==> config.mk <==
export PLATFORM = sky130hd
export DESIGN_NAME = cache_ctl
export DESIGN_NICKNAME = d
export VERILOG_FILES = /design/src/rtl/cache_ctl_pkg.sv /design/src/rtl/cache_line_array.sv /design/src/rtl/cache_ctl.sv
export SDC_FILE = /design/constraint.sdc
export NUM_CORES = 2
export LEC_CHECK = 0
export ABC_AREA = 0
export BUFFER_PORTS_ARGS = -buffer_cell sky130_fd_sc_hd__buf_2
export CORE_MARGIN = 1
export CORE_UTILIZATION = 45
export CTS_BUF_LIST = sky130_fd_sc_hd__clkbuf_8
export CTS_CLUSTER_SIZE = 40
export DETAILED_ROUTE_END_ITERATION = 7
export GPL_ROUTABILITY_DRIVEN = 0
export PLACE_DENSITY = 0.6
export SLEW_MARGIN = 20
export SYNTH_ARGS = -nofsm -noshare
export SYNTH_HDL_FRONTEND = slang
export SYNTH_SLANG_ARGS = --single-unit
==> constraint.sdc <==
create_clock -name clk -period 10.55 [get_ports clk]
set_clock_uncertainty 0.05 [all_clocks]
set_input_delay 1.5825 -clock clk [delete_from_list [all_inputs] [get_ports clk]]
set_output_delay 1.5825 -clock clk [all_outputs]
set_load 0.005 [all_outputs]
==> src/rtl/cache_ctl_pkg.sv <==
// Shared geometry constants for the direct-mapped cache controller.
package cache_ctl_pkg;
  localparam int unsigned INDEX_W = 4;
  localparam int unsigned WORD_W  = 2;
  localparam int unsigned TAG_W   = 5;
  localparam int unsigned DATA_W  = 16;
  localparam int unsigned LINES   = 16;
  localparam int unsigned WORDS   = 4;
endpackage

==> src/rtl/cache_line_array.sv <==
// Line storage: tag, valid, dirty and data arrays with a single write port
// and an asynchronous read of the addressed line/word.
module cache_line_array
  import cache_ctl_pkg::*;
(
  input  logic                 clk_i,
  input  logic                 rst_i,
  input  logic [INDEX_W-1:0]   index_i,
  input  logic [WORD_W-1:0]    word_i,
  input  logic                 line_we_i,
  input  logic                 word_we_i,
  input  logic                 dirty_set_i,
  input  logic [TAG_W-1:0]     tag_i,
  input  logic [DATA_W-1:0]    data_i,
  input  logic                 valid_i,
  output logic [TAG_W-1:0]     tag_o,
  output logic                 valid_o,
  output logic                 dirty_o,
  output logic [DATA_W-1:0]    data_o
);

  logic [TAG_W-1:0]  tag_q   [LINES];
  logic [DATA_W-1:0] data_q  [LINES][WORDS];
  logic [LINES-1:0]  valid_q;
  logic [LINES-1:0]  dirty_q;

  // Metadata: a direct write replaces tag/valid and cleans the line.
  always_ff @(posedge clk_i) begin
    if (rst_i) begin
      valid_q <= '0;
      dirty_q <= '0;
      for (int unsigned i = 0; i < LINES; i++) begin
        tag_q[i] <= '0;
      end
    end else if (line_we_i) begin
      tag_q[index_i]   <= tag_i;
      valid_q[index_i] <= valid_i;
      dirty_q[index_i] <= 1'b0;
    end else if (dirty_set_i) begin
      dirty_q[index_i] <= 1'b1;
    end
  end

  // Data: only the addressed word of the line is touched.
  always_ff @(posedge clk_i) begin
    if (rst_i) begin
      for (int unsigned i = 0; i < LINES; i++) begin
        for (int unsigned j = 0; j < WORDS; j++) begin
          data_q[i][j] <= '0;
        end
      end
    end else if (word_we_i) begin
      data_q[index_i][word_i] <= data_i;
    end
  end

  always_comb begin
    tag_o   = tag_q[index_i];
    valid_o = valid_q[index_i];
    dirty_o = dirty_q[index_i];
    data_o  = data_q[index_i][word_i];
  end

endmodule

==> src/rtl/cache_ctl.sv <==
// Direct-mapped cache controller: operation decode, tag compare and output
// gating around the line array. Outputs are combinational by design.
module cache_ctl
  import cache_ctl_pkg::*;
(
  input  logic                 clk,
  input  logic                 rst,
  input  logic                 enable,
  input  logic [0:INDEX_W-1]   index,
  input  logic [0:WORD_W-1]    word,
  input  logic                 cmp,
  input  logic                 write,
  input  logic [0:TAG_W-1]     tag,
  input  logic [0:DATA_W-1]    data_in,
  input  logic                 valid_in,
  output logic                 hit,
  output logic                 dirty,
  output logic [0:TAG_W-1]     tag_out,
  output logic [0:DATA_W-1]    data_out,
  output logic                 valid
);

  logic [INDEX_W-1:0] index_c;
  logic [WORD_W-1:0]  word_c;
  logic [TAG_W-1:0]   tag_c;
  logic [DATA_W-1:0]  data_in_c;
  logic [TAG_W-1:0]   line_tag;
  logic [DATA_W-1:0]  line_data;
  logic               line_valid;
  logic               line_dirty;
  logic               hit_c;
  logic               direct_wr_c;
  logic               cmp_wr_c;

  assign index_c   = index;
  assign word_c    = word;
  assign tag_c     = tag;
  assign data_in_c = data_in;

  // Decode: direct writes always land, compare writes only on a hit.
  always_comb begin
    hit_c       = enable & cmp & line_valid & (line_tag == tag_c);
    direct_wr_c = enable & ~cmp & write;
    cmp_wr_c    = hit_c & write;
  end

  cache_line_array u_array (
    .clk_i       (clk),
    .rst_i       (rst),
    .index_i     (index_c),
    .word_i      (word_c),
    .line_we_i   (direct_wr_c),
    .word_we_i   (direct_wr_c | cmp_wr_c),
    .dirty_set_i (cmp_wr_c),
    .tag_i       (tag_c),
    .data_i      (data_in_c),
    .valid_i     (valid_in),
    .tag_o       (line_tag),
    .valid_o     (line_valid),
    .dirty_o     (line_dirty),
    .data_o      (line_data)
  );

  always_comb begin
    hit      = 1'b0;
    dirty    = 1'b0;
    valid    = 1'b0;
    tag_out  = '0;
    data_out = '0;
    if (enable) begin
      hit      = hit_c;
      dirty    = line_dirty;
      valid    = line_valid;
      tag_out  = line_tag;
      data_out = line_data;
    end
  end

endmodule

==> flow_metrics.env <==
export IMPL_vias=32800
export IMPL_drt_wl_total_um=165000
export IMPL_synth_ff_latch_count=1136
export IMPL_grt_pass1_wl_um=238000
export IMPL_relSlewSlack_pct=14.5
export IMPL_areaGrowthSynthToFinish_pct=9.33
export IMPL_multi_input_area_um2=19700
export IMPL_grt_pass1_vias=32600
export IMPL_postCtsSetupRepairBufs=0
export IMPL_seq_area_frac_synth_pct=60.9
export IMPL_rows=128
export IMPL_synth_cell_types=41
export IMPL_worstPathRequired_ns=8.92
export IMPL_finalNetCount=3378
export IMPL_fmax_ghz=0.140
export IMPL_regArea_um2=33800
export IMPL_htreeDepth=4
export IMPL_wl_per_cell_um=32.0
export IMPL_syn_area_per_cell_um2=16.4
export IMPL_core_area_um2=122000
export IMPL_crit_path_start_kind="input port"
export IMPL_hold_class="reg2reg"
export IMPL_crit_path_end_kind="output pin"
export IMPL_synth_edff_count=1104
export IMPL_drt_drc_violations_left=0
export IMPL_path_class="in2out"
export IMPL_ios=57
export IMPL_layout_common_cells="edfxtp_1 (1104), nor3b_1 (768), mux4_2 (355), nor3b_2 (258), clkbuf_8 (190)"
export IMPL_tns_ns=0
export IMPL_clk_latency_ns=0.92
export IMPL_io_buffers=56
export IMPL_synth_flop_cell="edfxtp_1"
export IMPL_synth_area_top_cells="edfxtp_1 (60%), mux4_2 (14%), nor3b_1 (10%)"
export IMPL_cts_root_buf="clkbuf_8"
export IMPL_whs_ns=0.409
export IMPL_fp_dieArea_um2=125000
export IMPL_drtIter0Drc=4464
export IMPL_synth_top_area_cell="edfxtp_1"
export IMPL_instances_no_fill=5139
export IMPL_cts_buffers=190
export IMPL_status="finished, final reports clean"
export IMPL_peakVddDrop_uv=141
export IMPL_nFillCells=10200
export IMPL_synth_fp_nets=3421
export IMPL_cts_hold_buf=0
export IMPL_dp_final_hpwl_um=98200
export IMPL_fin_crit_sh_pct=67.6
export IMPL_syn_area_um2=55500
export IMPL_cts_max_path_buffers=3
export IMPL_final_common_cell="edfxtp_1"
export IMPL_synthArstFlopShare_pct=0
export IMPL_tritoncts="done"
export IMPL_final_core_util_pct=49.7
export IMPL_crit_arrival_ns=5.50
export IMPL_final_layout_size_suffix_gt1_share_pct=30.1
export IMPL_setup_viol=0
export IMPL_firstDrtPassIters=6
export IMPL_antenna_found_initial=15
export IMPL_dp_cells=4778
export IMPL_tightestPinTransition_ns=1.28
export IMPL_path_max_fanout=85
export IMPL_netlist_instances=3388
export IMPL_leakage_nw=18.0
export IMPL_post_cts_resized=0
export IMPL_grt_usage_pct=26.4
export IMPL_slew_viol_final=0
export IMPL_post_drt_via_cell_ratio=6.37
export IMPL_finalPower_mw=10.0
export IMPL_rsz0062_at_grt="false"
export IMPL_max_cap_viol_count=0
export IMPL_grt_max_degree=190
export IMPL_clk_pin_slew_worst_paths_ns=0.06
export IMPL_fin_crit_ns=7.13
export IMPL_synth_top_area_share_pct=59.8
export IMPL_cts_sinks=1136
export IMPL_power_density_nw_per_um2=165
export IMPL_ant_nets=0
export IMPL_hold_violations=0
export IMPL_ys_warn_count=0
export IMPL_die_y_um=353
export IMPL_start_util_pct=45.5
export IMPL_die_w_um=353
export IMPL_overflow=0
synthesized netlist by cell type (7+ instances only):
master / instances
mux2i_1: 29
a22oi_1: 8
buf_6: 30
nor2_1: 33
and2_1: 99
mux4_2: 355
buf_2: 122
a21oi_1: 20
buf_4: 11
nor3_1: 8
nor3b_1: 770
buf_1: 37
edfxtp_1: 1104
clkbuf_1: 221
nor2b_1: 7
inv_1: 17
dfxtp_1: 32
nand3_1: 8
nor3b_2: 256
nand2_1: 98
o31ai_1: 16
o21bai_1: 64
a22o_1: 17
critical path: stages:
cell	delay [ns]
buf_8	0.64
buf_4	0.83
mux4_2	0.68
mux4_2	0.58
mux4_2	0.57
and2_1	0.22
buf_2	0.13
final timing paths:
path	startpoint	end	slack [ns]	depth (start not counted)
worst min-delay path	flop	flop	0.41	2
worst max register to register	u_array.tag_q[15][4]$_SDFFCE_PN0P_	u_array.data_q[2][16]$_SDFFCE_PN0P_	5.72	9
worst max-delay path	index[3]	data_out[2]	3.42	7
worst min register to register	flop	flop	0.41	2
routing by layer:
layer	share of wire, %	track usage, %	routed length [µm]	up-vias
met5	0.053	0	88	-
met2	47	41.0	77900	1781
met4	3.7	9.97	6150	12
met3	9.5	5.33	15600	298
met1	39	36.9	64800	17400
li1	-	-	-	13300
cell families (layout without fill, tap and decap cells):
kind of cell / Yosys count / in the layout / share of synthesized area (%)
compound gates: 133 / 133 / 1.77
xor+xnor: 6 / 6 / 0.0947
buf+inv: 439 / 556 / 3.73
flops: 1136 / 1136 / 60.9
mux: 385 / 385 / 15.0
other cells: 0 / 9 / 0
simple gates: 1289 / 1289 / 18.6
report_power, final:
part	total, mW	switching (mW)	leakage (nW)	internal [mW]
logic	0.969	0.595	5.14	0.374
clock network	3.83	1.88	2.07	1.95
registers	5.24	0.0774	10.7	5.16
metrics by stage:
step	setup slack [ns]	area (µm²)
2_1_floorplan	4.87	55500
4_1_cts	3.44	60600
6_report	3.42	60700
3_5_place_dp	3.44	57000
3_3_place_gp	3.22	56900
5_1_grt	3.30	60600
flip-flops by register name (all words and copies together), names as in the netlist, named ones only:
register and count:
u_array.tag_q 80, u_array.valid_q 16, u_array.data_q 1024
area by class of cell:
| cell class | count | share of cell area (%) |
|---|---|---|
| sequential | 1136 | 55.7 |
| multi-input combinational | 1813 | 32.5 |
| clock buffer | 190 | 4.31 |
| tap | 1625 | 3.35 |
| timing repair buffer | 186 | 2.26 |
| clock inverter | 162 | 1.70 |
| inverter | 18 | 0.111 |
| antenna | 9 | 0.0371 |
(Power assumes the default switching activity.)
